$ cat src/rtl/icesid_pkg.sv
`default_nettype none
// ============================================================================
//  Module      : icesid_pkg
//  Description : Shared types, widths and helpers for the output mixer path.
//                Provides the mixer state enum, datapath widths and the
//                17-bit saturating helper applied to the scaled product.
//  Revision    : 1.0 - initial release
// ============================================================================
package icesid_pkg;

  localparam int SAMPLE_W     = 16;  // signed channel sample
  localparam int MIX_W        = 17;  // signed pre-saturated mix handed to the clipper
  localparam int ACC_W        = 19;  // frame accumulator, headroom for 8 full-scale channels
  localparam int PROD_W       = 23;  // accumulator times 4-bit volume
  localparam int VOL_W        = 4;   // master volume 0..15
  localparam int STEP_W       = 2;   // indexes the VOL_W shift-add steps
  localparam int CNT_W        = 3;   // channel counter, up to 8 channels
  localparam int MAX_CHANNELS = 8;

  typedef enum logic [1:0] {
    ST_IDLE  = 2'd0,
    ST_ACCUM = 2'd1,
    ST_SCALE = 2'd2,
    ST_DONE  = 2'd3
  } mix_state_t;

  localparam logic signed [PROD_W-1:0] MIX_MAX = 23'sd65535;
  localparam logic signed [PROD_W-1:0] MIX_MIN = -23'sd65536;

  // Divide the product by 16 (floor toward minus infinity) and clamp to the
  // signed 17-bit range expected downstream.
  function automatic logic signed [MIX_W-1:0] saturate_mix(
    input logic signed [PROD_W-1:0] prod
  );
    logic signed [PROD_W-1:0] shifted;
    shifted = prod >>> 4;
    if (shifted > MIX_MAX) begin
      return MIX_W'(MIX_MAX);
    end else if (shifted < MIX_MIN) begin
      return MIX_W'(MIX_MIN);
    end
    return MIX_W'(shifted);
  endfunction

endpackage
`default_nettype wire

$ cat src/rtl/sample_mixer_if.sv
`default_nettype none
// ============================================================================
//  Module      : sample_mixer_if
//  Description : Frame-control, sample stream and result bundle of the
//                sample mixer.
//                  iStart/iEnable/iVolume : frame start, channel mask, volume
//                  iSample/iSampleValid   : channel sample stream (in)
//                  oSampleReady           : mixer accepts a sample this cycle
//                  oMix/oMixValid         : 17-bit signed result + pulse
//                  oBusy                  : frame in progress
//                master = driver of samples, slave = the mixer.
//  Revision    : 1.0 - initial release
// ============================================================================
interface sample_mixer_if
  import icesid_pkg::*;
#(
  parameter int CHANNELS = 4
);

  logic                       iStart;
  logic [CHANNELS-1:0]        iEnable;
  logic [VOL_W-1:0]           iVolume;
  logic signed [SAMPLE_W-1:0] iSample;
  logic                       iSampleValid;
  logic                       oSampleReady;
  logic signed [MIX_W-1:0]    oMix;
  logic                       oMixValid;
  logic                       oBusy;

  modport master (
    output iStart, iEnable, iVolume, iSample, iSampleValid,
    input  oSampleReady, oMix, oMixValid, oBusy
  );

  modport slave (
    input  iStart, iEnable, iVolume, iSample, iSampleValid,
    output oSampleReady, oMix, oMixValid, oBusy
  );

endinterface
`default_nettype wire

$ cat src/rtl/mix_scaler.sv
`default_nettype none
// ============================================================================
//  Module      : mix_scaler
//  Description : Sequential 4-step shift-add multiply of the frame sum by the
//                master volume (LSB first), followed by >>>4 and saturation
//                to 17 bits.
//                  clk, rst   : clock, synchronous active-high reset
//                  i_start    : pulse, clears the product and begins stepping
//                  i_sum      : signed frame sum, held stable while stepping
//                  i_volume   : 4-bit volume, held stable while stepping
//                  o_result   : saturated result, meaningful when o_done
//                  o_done     : high on the final step
//  Revision    : 1.0 - initial release
// ============================================================================
module mix_scaler
  import icesid_pkg::*;
(
  input  logic                     clk,
  input  logic                     rst,
  input  logic                     i_start,
  input  logic signed [ACC_W-1:0]  i_sum,
  input  logic [VOL_W-1:0]         i_volume,
  output logic signed [MIX_W-1:0]  o_result,
  output logic                     o_done
);

  localparam logic [STEP_W-1:0] LAST_STEP = STEP_W'(VOL_W - 1);

  logic                     active_q, active_d;
  logic [STEP_W-1:0]        step_q, step_d;
  logic signed [PROD_W-1:0] prod_q, prod_d;

  logic signed [PROD_W-1:0] sum_ext;
  logic signed [PROD_W-1:0] addend;
  logic signed [PROD_W-1:0] prod_sum;

  assign sum_ext  = {{(PROD_W-ACC_W){i_sum[ACC_W-1]}}, i_sum};
  assign addend   = i_volume[step_q] ? (sum_ext <<< step_q) : '0;
  assign prod_sum = prod_q + addend;

  // The result is taken from the product including this cycle's partial
  // term, so the caller can register it on the same edge that ends the
  // final step.
  assign o_result = saturate_mix(prod_sum);

  always_comb begin
    active_d = active_q;
    step_d   = step_q;
    prod_d   = prod_q;
    o_done   = 1'b0;
    if (i_start) begin
      active_d = 1'b1;
      step_d   = '0;
      prod_d   = '0;
    end else if (active_q) begin
      prod_d = prod_sum;
      step_d = step_q + 1'b1;
      if (step_q == LAST_STEP) begin
        o_done   = 1'b1;
        active_d = 1'b0;
      end
    end
  end

  always_ff @(posedge clk) begin
    if (rst) begin
      active_q <= 1'b0;
      step_q   <= '0;
      prod_q   <= '0;
    end else begin
      active_q <= active_d;
      step_q   <= step_d;
      prod_q   <= prod_d;
    end
  end

endmodule
`default_nettype wire

$ cat src/rtl/sample_mixer.sv
`default_nettype none
// ============================================================================
//  Module      : sample_mixer
//  Description : Time-multiplexed output mixer. Accumulates one frame of
//                CHANNELS signed 16-bit samples with per-channel muting,
//                scales by a 4-bit master volume and emits a 17-bit signed
//                pre-saturated mix for the output clipper.
//                  iClk, iRst : clock, synchronous active-high reset
//                  bus        : sample_mixer_if slave (start/mask/volume,
//                               sample stream, result, busy)
//  Revision    : 1.0 - initial release
// ============================================================================
module sample_mixer
  import icesid_pkg::*;
#(
  parameter int CHANNELS = 4   // 2..8
)(
  input  logic          iClk,
  input  logic          iRst,
  sample_mixer_if.slave bus
);

  localparam logic [CNT_W-1:0] LAST_CH = CNT_W'(CHANNELS - 1);

  mix_state_t               state_q, state_d;
  logic signed [ACC_W-1:0]  acc_q, acc_d;
  logic [CNT_W-1:0]         cnt_q, cnt_d;
  logic [CHANNELS-1:0]      enable_q, enable_d;
  logic [VOL_W-1:0]         volume_q, volume_d;
  logic signed [MIX_W-1:0]  mix_q, mix_d;
  logic                     mix_valid_q, mix_valid_d;

  logic                     accept;
  logic                     scale_start;
  logic                     scale_done;
  logic signed [MIX_W-1:0]  scale_result;
  logic [MAX_CHANNELS-1:0]  enable_padded;
  logic signed [ACC_W-1:0]  sample_ext;

  assign accept        = (state_q == ST_ACCUM) && bus.iSampleValid;
  // Widen the mask so the 3-bit channel counter can index it directly.
  assign enable_padded = MAX_CHANNELS'(enable_q);
  assign sample_ext    = {{(ACC_W-SAMPLE_W){bus.iSample[SAMPLE_W-1]}}, bus.iSample};

  always_comb begin
    state_d     = state_q;
    acc_d       = acc_q;
    cnt_d       = cnt_q;
    enable_d    = enable_q;
    volume_d    = volume_q;
    mix_d       = mix_q;
    mix_valid_d = 1'b0;
    scale_start = 1'b0;

    case (state_q)
      ST_IDLE: begin
        if (bus.iStart) begin
          enable_d = bus.iEnable;
          volume_d = bus.iVolume;
          acc_d    = '0;
          cnt_d    = '0;
          state_d  = ST_ACCUM;
        end
      end

      ST_ACCUM: begin
        if (accept) begin
          // A muted channel still consumes its slot in the frame.
          if (enable_padded[cnt_q]) begin
            acc_d = acc_q + sample_ext;
          end
          cnt_d = cnt_q + 1'b1;
          if (cnt_q == LAST_CH) begin
            cnt_d       = '0;
            scale_start = 1'b1;
            state_d     = ST_SCALE;
          end
        end
      end

      ST_SCALE: begin
        // Load the result on the last multiply step so it is visible in
        // the DONE cycle together with the valid pulse.
        if (scale_done) begin
          mix_d       = scale_result;
          mix_valid_d = 1'b1;
          state_d     = ST_DONE;
        end
      end

      ST_DONE: begin
        state_d = ST_IDLE;
      end

      default: begin
        state_d = ST_IDLE;
      end
    endcase
  end

  always_ff @(posedge iClk) begin
    if (iRst) begin
      state_q     <= ST_IDLE;
      acc_q       <= '0;
      cnt_q       <= '0;
      enable_q    <= '0;
      volume_q    <= '0;
      mix_q       <= '0;
      mix_valid_q <= 1'b0;
    end else begin
      state_q     <= state_d;
      acc_q       <= acc_d;
      cnt_q       <= cnt_d;
      enable_q    <= enable_d;
      volume_q    <= volume_d;
      mix_q       <= mix_d;
      mix_valid_q <= mix_valid_d;
    end
  end

  // acc_q and volume_q are stable for the whole SCALE phase.
  mix_scaler u_mix_scaler (
    .clk      (iClk),
    .rst      (iRst),
    .i_start  (scale_start),
    .i_sum    (acc_q),
    .i_volume (volume_q),
    .o_result (scale_result),
    .o_done   (scale_done)
  );

  assign bus.oSampleReady = (state_q == ST_ACCUM);
  assign bus.oBusy        = (state_q != ST_IDLE);
  assign bus.oMix         = mix_q;
  assign bus.oMixValid    = mix_valid_q;

endmodule
`default_nettype wire

$ cat src/flat_wrapper.sv
// flat-port wrapper written by rule: the top's interface ports become plain ports
module sample_mixer_flat import icesid_pkg::*;
#(
  parameter int CHANNELS = 4          
)
  (iClk, iRst, bus_iStart, bus_iEnable, bus_iVolume, bus_iSample, bus_iSampleValid, bus_oSampleReady, bus_oMix, bus_oMixValid, bus_oBusy);
  sample_mixer_if #(.CHANNELS(CHANNELS)) bus_i ();
  input  logic iClk;
  input  logic iRst;
  input wire logic [$bits(bus_i.iStart)-1:0] bus_iStart;
  input wire logic [$bits(bus_i.iEnable)-1:0] bus_iEnable;
  input wire logic [$bits(bus_i.iVolume)-1:0] bus_iVolume;
  input wire logic [$bits(bus_i.iSample)-1:0] bus_iSample;
  input wire logic [$bits(bus_i.iSampleValid)-1:0] bus_iSampleValid;
  output wire logic [$bits(bus_i.oSampleReady)-1:0] bus_oSampleReady;
  output wire logic [$bits(bus_i.oMix)-1:0] bus_oMix;
  output wire logic [$bits(bus_i.oMixValid)-1:0] bus_oMixValid;
  output wire logic [$bits(bus_i.oBusy)-1:0] bus_oBusy;
  assign bus_i.iStart = bus_iStart;
  assign bus_i.iEnable = bus_iEnable;
  assign bus_i.iVolume = bus_iVolume;
  assign bus_i.iSample = bus_iSample;
  assign bus_i.iSampleValid = bus_iSampleValid;
  assign bus_oSampleReady = bus_i.oSampleReady;
  assign bus_oMix = bus_i.oMix;
  assign bus_oMixValid = bus_i.oMixValid;
  assign bus_oBusy = bus_i.oBusy;
  sample_mixer #(.CHANNELS(CHANNELS)) u_core (.iClk(iClk), .iRst(iRst), .bus(bus_i));
endmodule
$ cat config.mk
export PLATFORM = sky130hd
export DESIGN_NAME = sample_mixer_flat
export DESIGN_NICKNAME = d
export VERILOG_FILES = /design/src/rtl/icesid_pkg.sv /design/src/rtl/sample_mixer_if.sv /design/src/rtl/mix_scaler.sv /design/src/rtl/sample_mixer.sv /design/src/flat_wrapper.sv
export SDC_FILE = /design/constraint.sdc
export NUM_CORES = 1
export LEC_CHECK = 0
export ABC_CLOCK_PERIOD_IN_PS = 4780
export BUFFER_PORTS_ARGS = -buffer_cell sky130_fd_sc_hd__clkbuf_2
export CAP_MARGIN = 20
export CORE_ASPECT_RATIO = 1.75
export CORE_UTILIZATION = 35
export CTS_CLUSTER_SIZE = 24
export DETAILED_ROUTE_END_ITERATION = 10
export GPL_TIMING_DRIVEN = 1
export PLACE_DENSITY = 0.48
export SETUP_SLACK_MARGIN = 0.05
export SYNTH_ARGS = -nofsm -noshare
export SYNTH_HDL_FRONTEND = slang
export SYNTH_SLANG_ARGS = --single-unit
$ cat constraint.sdc
create_clock -name iClk -period 4.78 [get_ports iClk]
set_input_delay 0 -clock iClk [delete_from_list [all_inputs] [get_ports iClk]]
set_output_delay 0 -clock iClk [all_outputs]
set_load 0.005 [all_outputs]
==> impl_metrics.py, run 1 <==
metrics = {
    "status": {
        "outcome": "finished, final reports clean",
    },
    "grt": {
        "grt_pass1_wl_um": 24400,
        "grt_max_degree": 34,
        "grt_pass1_vias": 4872,
        "track_usage_pct": 18.5,
        "antenna_found_initial": 0,
        "grt_overflow_total": 0,
    },
    "place": {
        "portBuffers": 47,
        "dp_hpwl_um": 11200,
        "place.gp.congestion": 0.860,
        "place_inst": 854,
        "post-place-ws_ps": 828,
    },
    "timing": {
        "min_period_over_period_pct": 83.7,
        "finalHoldViolCount": 0,
        "setup_tns_ps": 0,
        "setup_viol": 0,
        "slew_headroom_pct": 38.9,
        "hold_ws_ps": 13.7,
        "drv_slew": 0,
        "fmax_mhz": 250,
        "skew_ps": 6.42,
        "grt_setup_unrepaired": "no",
        "layout_setup_ws_ps": 780,
        "period_minus_slack_ps": 4000,
        "tightestPinTransition_ps": 911,
    },
    "logic_synthesis": {
        "syn_area_um2": 5520,
        "avgSynthCellArea_um2": 8.58,
        "synth_cells": 643,
        "synthesis.nets": 718,
        "ys_warn_count": 0,
        "yosysSeqAreaShare_pct": 27.6,
        "synth_ff_type": "dfxtp_1",
        "synth_edf_count": 0,
        "yosys.area.top_type_share_pct": 27.6,
        "synth_area_leader_cell": "dfxtp_1",
        "async_flop_share_pct": 0,
        "ys_types": 65,
        "yosys-top-cells-area": "dfxtp_1 28%, ha_1 10%, mux4_2 6.9%, a21oi_1 6.7%, mux2i_1 5.1%",
        "ys_ff_latch": 76,
    },
    "clocking": {
        "clk_transition_reported_paths_ps": 60,
        "clock_sinks": 76,
        "htree_levels": 3,
        "ctsResizeCount": 0,
        "cts_buffers": 9,
        "cts_tree": "yes",
        "cts-root-buf": "clkbuf_16",
        "clkLatencyLatePin_ps": 340,
        "post-cts-setup-buffers": 0,
        "clock_path_buffers": 2,
        "ctsHoldBuffers": 8,
    },
    "route": {
        "dr.pass1.iters": 4,
        "wl_met2_um": 8150,
        "met3WireLength_um": 330,
        "wl_met1_um": 5910,
        "highest_layer": "met4",
        "routed_wl_um": 14700,
        "drc": 0,
        "vias": 4901,
        "wl_per_cell_um": 16.8,
        "drt_iter0_drc": 148,
        "vias_per_cell": 5.58,
        "ant_nets": 0,
    },
    "layout": {
        "fillCellCount": 1538,
        "n_antenna_cell": 0,
        "drive_above_1_share_pct": 15.3,
        "final_nets": 762,
        "areaGrowthSynthToFinish_pct": 13.9,
        "instances_no_fill": 878,
    },
    "floorplan": {
        "core-area_um2": 15400,
        "dieArea_um2": 16300,
        "initial_utilization_pct": 35.9,
        "rows": 60,
        "die_w_um": 96.9,
        "io_pins": 48,
        "die_h_um": 168,
    },
    "power_and_ir_drop": {
        "comb_power_share_pct": 31.9,
        "seq_power_share_pct": 36.1,
        "leakage_nw": 2.58,
        "finalPower_mw": 2.10,
        "p_switching_uw": 733,
        "cellInternalPower_mw": 1.37,
        "power_density_nw_per_um2": 334,
        "ir_drop_v": 0.000152,
        "sw_frac_of_total_pct": 34.9,
        "p_clk_share_pct": 32.0,
    },
    "worst_setup_path": {
        "required_ps": 5040,
        "cp_max_fo": 16,
        "cp.arrival_ps": 4260,
        "critPathLaunchType": "flip-flop",
        "crit_type": "reg -> reg",
        "critPathCaptureType": "flip-flop",
    },
    "hold_path": {
        "hold_path.class": "in -> reg",
    },
    "flow_run": {
        "maxCapViolations": 0,
    },
}
## final timing paths
path	slack (ps)	from	to	depth (start not counted)
max	780	u_core.u_mix_scaler.step_q[0]$_SDFFE_PP0P_	u_core.bus.oMix[4]$_SDFFE_PP0P_	12
max reg2reg	780	u_core.u_mix_scaler.step_q[0]$_SDFFE_PP0P_	u_core.bus.oMix[4]$_SDFFE_PP0P_	12
min reg2reg	460	u_core.enable_q[2]$_SDFFE_PP0P_	u_core.enable_q[2]$_SDFFE_PP0P_	2
min	10	bus_iSampleValid	u_core.u_mix_scaler.active_q$_SDFF_PP0_	3
## critical path: stages, from the launching register on
cell and delay (ps):
dfxtp_1 340, buf_4 210, mux4_2 510, nor2b_1 140, ha_1 350, a21o_1 220, a21oi_1 230, nand4_1 280
a32o_1 360, mux2i_1 180, nor3_2 710, o21ai_0 220, a21oi_1 180
## layout make-up
cell class | count | area [um2] | area share (%)
multi-input cells | 518 | 3790 | 60.3
flip-flops and latches | 76 | 1520 | 24.2
repair buffers | 65 | 390 | 6.21
clock buffers | 11 | 233 | 3.70
well taps | 186 | 233 | 3.70
inverters | 17 | 63.8 | 1.01
clock inverters | 5 | 52.6 | 0.836
## placed cells by master, fill, tap and decap left out, types with 3 or more instances in the layout
master,synthesis,routed
xor2_1,7,7
buf_4,0,10
dlygate4sd3_1,0,8
dfxtp_1,76,76
inv_1,17,17
or2_2,4,4
a21boi_0,3,3
nand2_1,44,44
a21o_1,13,13
and3_1,8,8
ha_1,45,45
o21ai_0,47,46
o31ai_1,6,6
clkbuf_2,1,47
mux2i_1,28,28
a211oi_1,6,6
o21a_1,9,9
and2_1,3,3
mux4_2,17,17
nor4b_1,3,3
a31oi_1,3,3
nor2_1,58,58
nand2b_1,7,7
nand3_1,22,22
nor2b_1,19,19
a22oi_1,10,10
xnor2_1,21,21
clkinv_2,0,3
nand4b_1,3,3
nand4_1,3,3
nor3_1,13,13
clkbuf_16,0,9
a21oi_1,74,74
## cells in the mapped netlist, types with 4 or more instances
cell type	n
o21a_1	9
mux2i_1	28
mux4_2	17
a21oi_1	74
buf_1	6
ha_1	45
dfxtp_1	76
or2_2	4
xnor2_1	21
o21ai_0	47
o31ai_1	6
inv_1	17
nor2b_1	19
nand3_1	22
nand2_1	44
nor2_1	58
and3_1	8
nand2b_1	7
nor3_1	13
a21o_1	13
a211oi_1	6
xor2_1	7
a22oi_1	10
clkbuf_1	20
## registers in the layout, indices dropped and copies added, names as in the netlist, 2 cells and up
| register | cells |
|---|---|
| u_core.enable_q | 4 |
| u_core.acc_q | 19 |
| u_core.bus.oMix | 17 |
| u_core.volume_q | 4 |
| u_core.cnt_q | 3 |
| u_core.u_mix_scaler.prod_q | 23 |
| u_core.u_mix_scaler.step_q | 2 |
| u_core.state_q | 2 |
## per-stage QoR
step	instance area, um2	utilization (%)
2_1_floorplan	5520	-
3_3_place_gp	5920	38.5
3_5_place_dp	5920	38.5
4_1_cts	6290	40.9
5_1_grt	6290	40.9
6_report	6290	40.9
## power by group through the flow
| stage | Clock, mW | Sequential (mW) | Combinational (mW) |
|---|---|---|---|
| after floorplan | 0 | 0.740 | 0.508 |
| after global placement | 0 | 0.772 | 0.664 |
| after detailed placement | 0 | 0.774 | 0.671 |
| after CTS | 0.691 | 0.759 | 0.679 |
| after global routing | 0.719 | 0.768 | 0.759 |
| final | 0.673 | 0.758 | 0.672 |
## kinds of logic (layout without fill, tap and decap cells)
group                      after synthesis  count (layout)  share of synthesized area (%)
and+or+nand+nor                        195             195                           17.3
buffers and inverters                   49              98                           3.70
muxes                                   47              47                           12.4
adders and majority gates               47              47                           10.9
xor gates and xnor gates                29              29                           4.74
AOI/OAI and AO/OA                      200             200                           23.4
DFF                                     76              76                           27.6
## routing by layer
metal	global-route usage, %	vias to the layer above
li1	-	2452
met1	20.0	2353
met2	35.5	74
met3	2.57	22
met4	7.14	0
met5	0	-
No activity file was read; power rests on OpenSTA's default activity.
==> run 2, diff against run 1 <==
--- a/config.mk
+++ b/config.mk
@@ -5,7 +5,7 @@
 export SDC_FILE = /design/constraint.sdc
 export NUM_CORES = 1
 export LEC_CHECK = 0
-export ABC_CLOCK_PERIOD_IN_PS = 4780
+export ABC_CLOCK_PERIOD_IN_PS = 4000
 export BUFFER_PORTS_ARGS = -buffer_cell sky130_fd_sc_hd__clkbuf_2
 export CAP_MARGIN = 20
 export CORE_ASPECT_RATIO = 1.75
==> constraint.sdc (replaced) <==
create_clock -name iClk -period 4 [get_ports iClk]
set_input_delay 0 -clock iClk [delete_from_list [all_inputs] [get_ports iClk]]
set_output_delay 0 -clock iClk [all_outputs]
set_load 0.005 [all_outputs]
==> run 2 against run 1 <==
  * Routed wire length is 1.6% higher
  * Sequential power is 20% higher
  * Final cell count increased by 0.80%
  * Combinational power rose by 22%
  * Total power grew 19%
  * Via count shrank 0.39%
  * Critical path depth increased by 1
  * Clock skew rose by 0.70 ps
  * Global-route usage rose by 0.50 points
  * Fmax rose by 7.9%
==> impl_metrics.py, run 2 (synthesized netlist as in run 1, its figures left out) <==
metrics = {
    "layout": {
        "fillCellCount": 1552,
        "largest_reg_flops": 23,
        "drive_above_1_share_pct": 16.3,
        "instances_no_fill": 885,
        "largest-register": "u_core.u_mix_scaler.prod_q",
        "areaGrowthSynthToFinish_pct": 15.8,
        "multiInputGateArea_um2": 3810,
        "final_cell_mix": "76 x dfxtp_1, 74 x a21oi_1, 58 x nor2_1",
        "final_nets": 769,
        "seq_area_um2": 1520,
        "n_antenna_cell": 0,
        "layout_commonest_cell": "dfxtp_1",
        "finish.utilization_pct": 41.5,
    },
    "worst_setup_path": {
        "crit_slowest_cell": "mux4_2",
        "cp_max_fo": 24,
        "cp.depth": 13,
        "crit_end": "u_core.bus.oMix[14]$_SDFFE_PP0P_",
        "crit_start": "u_core.u_mix_scaler.step_q[0]$_SDFFE_PP0P_",
        "cp_top_family": "compound AO/OA/AOI/OAI gates",
        "r2r_slack_ps": 290,
        "critPathMaxStageDelay_ps": 490,
        "critPathCaptureType": "flip-flop",
        "r2r-start": "u_core.u_mix_scaler.step_q[0]$_SDFFE_PP0P_",
        "reg2regPathDepth": 13,
        "path_cells": "buf_12, buf_4, mux4_2, nor2b_1, ha_1, o21a_1, o31a_1, o311ai_4, a21boi_0, o311a_1, a311oi_1, o21ai_0, a21oi_1",
        "reg2reg_to": "u_core.bus.oMix[14]$_SDFFE_PP0P_",
        "critPathLaunchType": "flip-flop",
        "required_ps": 4270,
        "crit_type": "reg -> reg",
        "cp.arrival_ps": 3970,
        "critPathBufInv": 2,
    },
    "grt": {
        "grt_pass1_vias": 4997,
        "grt_pass1_wl_um": 24900,
        "track_usage_pct": 19.0,
        "grt_overflow_total": 0,
        "antenna_found_initial": 0,
        "grt_max_degree": 35,
    },
    "timing": {
        "drv_slew": 0,
        "slew_headroom_pct": 67.2,
        "setup_tns_ps": 0,
        "period_minus_slack_ps": 3710,
        "fmax_mhz": 270,
        "min_period_over_period_pct": 92.7,
        "hold_ws_ps": 20.5,
        "grt_setup_unrepaired": "no",
        "finalHoldViolCount": 0,
        "setup_viol": 0,
        "tightestPinTransition_ps": 487,
        "skew_ps": 7.12,
    },
    "hold_path": {
        "hold_depth": 3,
        "hold_path.class": "in -> reg",
    },
    "place": {
        "dp_hpwl_um": 11500,
        "portBuffers": 47,
        "place.gp.congestion": 0.854,
        "place_inst": 860,
    },
    "floorplan": {
        "die_h_um": 168,
        "rows": 60,
        "dieArea_um2": 16300,
        "die_w_um": 96.9,
        "initial_utilization_pct": 35.9,
        "io_pins": 48,
        "core-area_um2": 15400,
    },
    "flow_run": {
        "maxCapViolations": 0,
    },
    "route": {
        "routed_wl_um": 15000,
        "ant_nets": 0,
        "vias_per_cell": 5.52,
        "wl_per_cell_um": 16.9,
        "vias": 4882,
        "dr.pass1.iters": 4,
        "drt_iter0_drc": 151,
        "drc": 0,
    },
    "power_and_ir_drop": {
        "seq_power_share_pct": 36.1,
        "comb_power_share_pct": 32.6,
        "sw_frac_of_total_pct": 36.0,
        "power_density_nw_per_um2": 393,
        "cellInternalPower_mw": 1.61,
        "p_clk_share_pct": 31.3,
        "ir_drop_v": 0.000242,
        "leakage_nw": 2.63,
        "p_switching_uw": 904,
    },
    "clocking": {
        "clock_sinks": 76,
        "cts-root-buf": "clkbuf_16",
        "cts_buffers": 9,
        "clkLatencyLatePin_ps": 340,
        "clock_path_buffers": 2,
        "clk_transition_reported_paths_ps": 60,
        "htree_levels": 3,
        "cts_tree": "yes",
    },
    "status": {
        "outcome": "finished, final reports clean",
    },
}
run 2: timing repair:
action                                  4_1_cts  5_1_grt
endpoints found under the hold margin         8        0
endpoints found under the setup margin        0       16
hold buffers                                  8        0
resized for setup                             0        3
buffers inserted                              0        1
run 2: metrics by stage:
stage	setup slack, ps	area [um2]	total power [mW]
finish	294	6390	2.51
detailed placement	170	5990	1.74
global route	66.4	6390	2.68
global placement	267	5990	1.73
CTS	172	6350	2.54
floorplan	113	5520	1.49
run 2: cell type report:
type	count	area share, %
clock inverter	5	0.568
clock buffer	11	3.80
timing repair buffer	72	7.57
inverter	17	0.998
sequential	76	23.8
tap	186	3.64
multi-input combinational	518	59.6
run 2: metal layers:
layer | vias to the layer above | GRT usage (%) | wire length [um]
li1 | 2468 | - | -
met4 | 0 | 6.68 | 307
met5 | - | 0 | 0
met3 | 16 | 2.82 | 248
met1 | 2338 | 19.6 | 6020
met2 | 60 | 37.8 | 8400
run 2: worst min-delay path by stage:
| stage | from | endpoint |
|---|---|---|
| finish | bus_iSampleValid | u_core.u_mix_scaler.active_q$_SDFF_PP0_ |
| global route | bus_iSampleValid | u_core.u_mix_scaler.active_q$_SDFF_PP0_ |
| CTS | bus_iSampleValid | u_core.u_mix_scaler.active_q$_SDFF_PP0_ |
| detailed placement | bus_iEnable[1] | u_core.enable_q[1]$_SDFFE_PP0P_ |
| global placement | bus_iEnable[1] | u_core.enable_q[1]$_SDFFE_PP0P_ |
| floorplan | bus_iEnable[0] | u_core.enable_q[0]$_SDFFE_PP0P_ |
run 2: power groups by stage:
| stage | clock network [mW] | logic [mW] | registers (mW) |
|---|---|---|---|
| final | 0.786 | 0.819 | 0.906 |
| after detailed placement | 0 | 0.818 | 0.923 |
| after global routing | 0.839 | 0.925 | 0.917 |
| after CTS | 0.809 | 0.828 | 0.906 |
| after global placement | 0 | 0.807 | 0.921 |
| after floorplan | 0 | 0.608 | 0.884 |
run 2: worst reg2reg max path, cell delays in order, from the launching register on:
cell	delay [ps]
dfxtp_1	350
buf_12	190
buf_4	180
mux4_2	490
nor2b_1	140
ha_1	340
o21a_1	190
o31a_1	150
o311ai_4	320
a21boi_0	250
o311a_1	380
a311oi_1	340
o21ai_0	150
a21oi_1	160
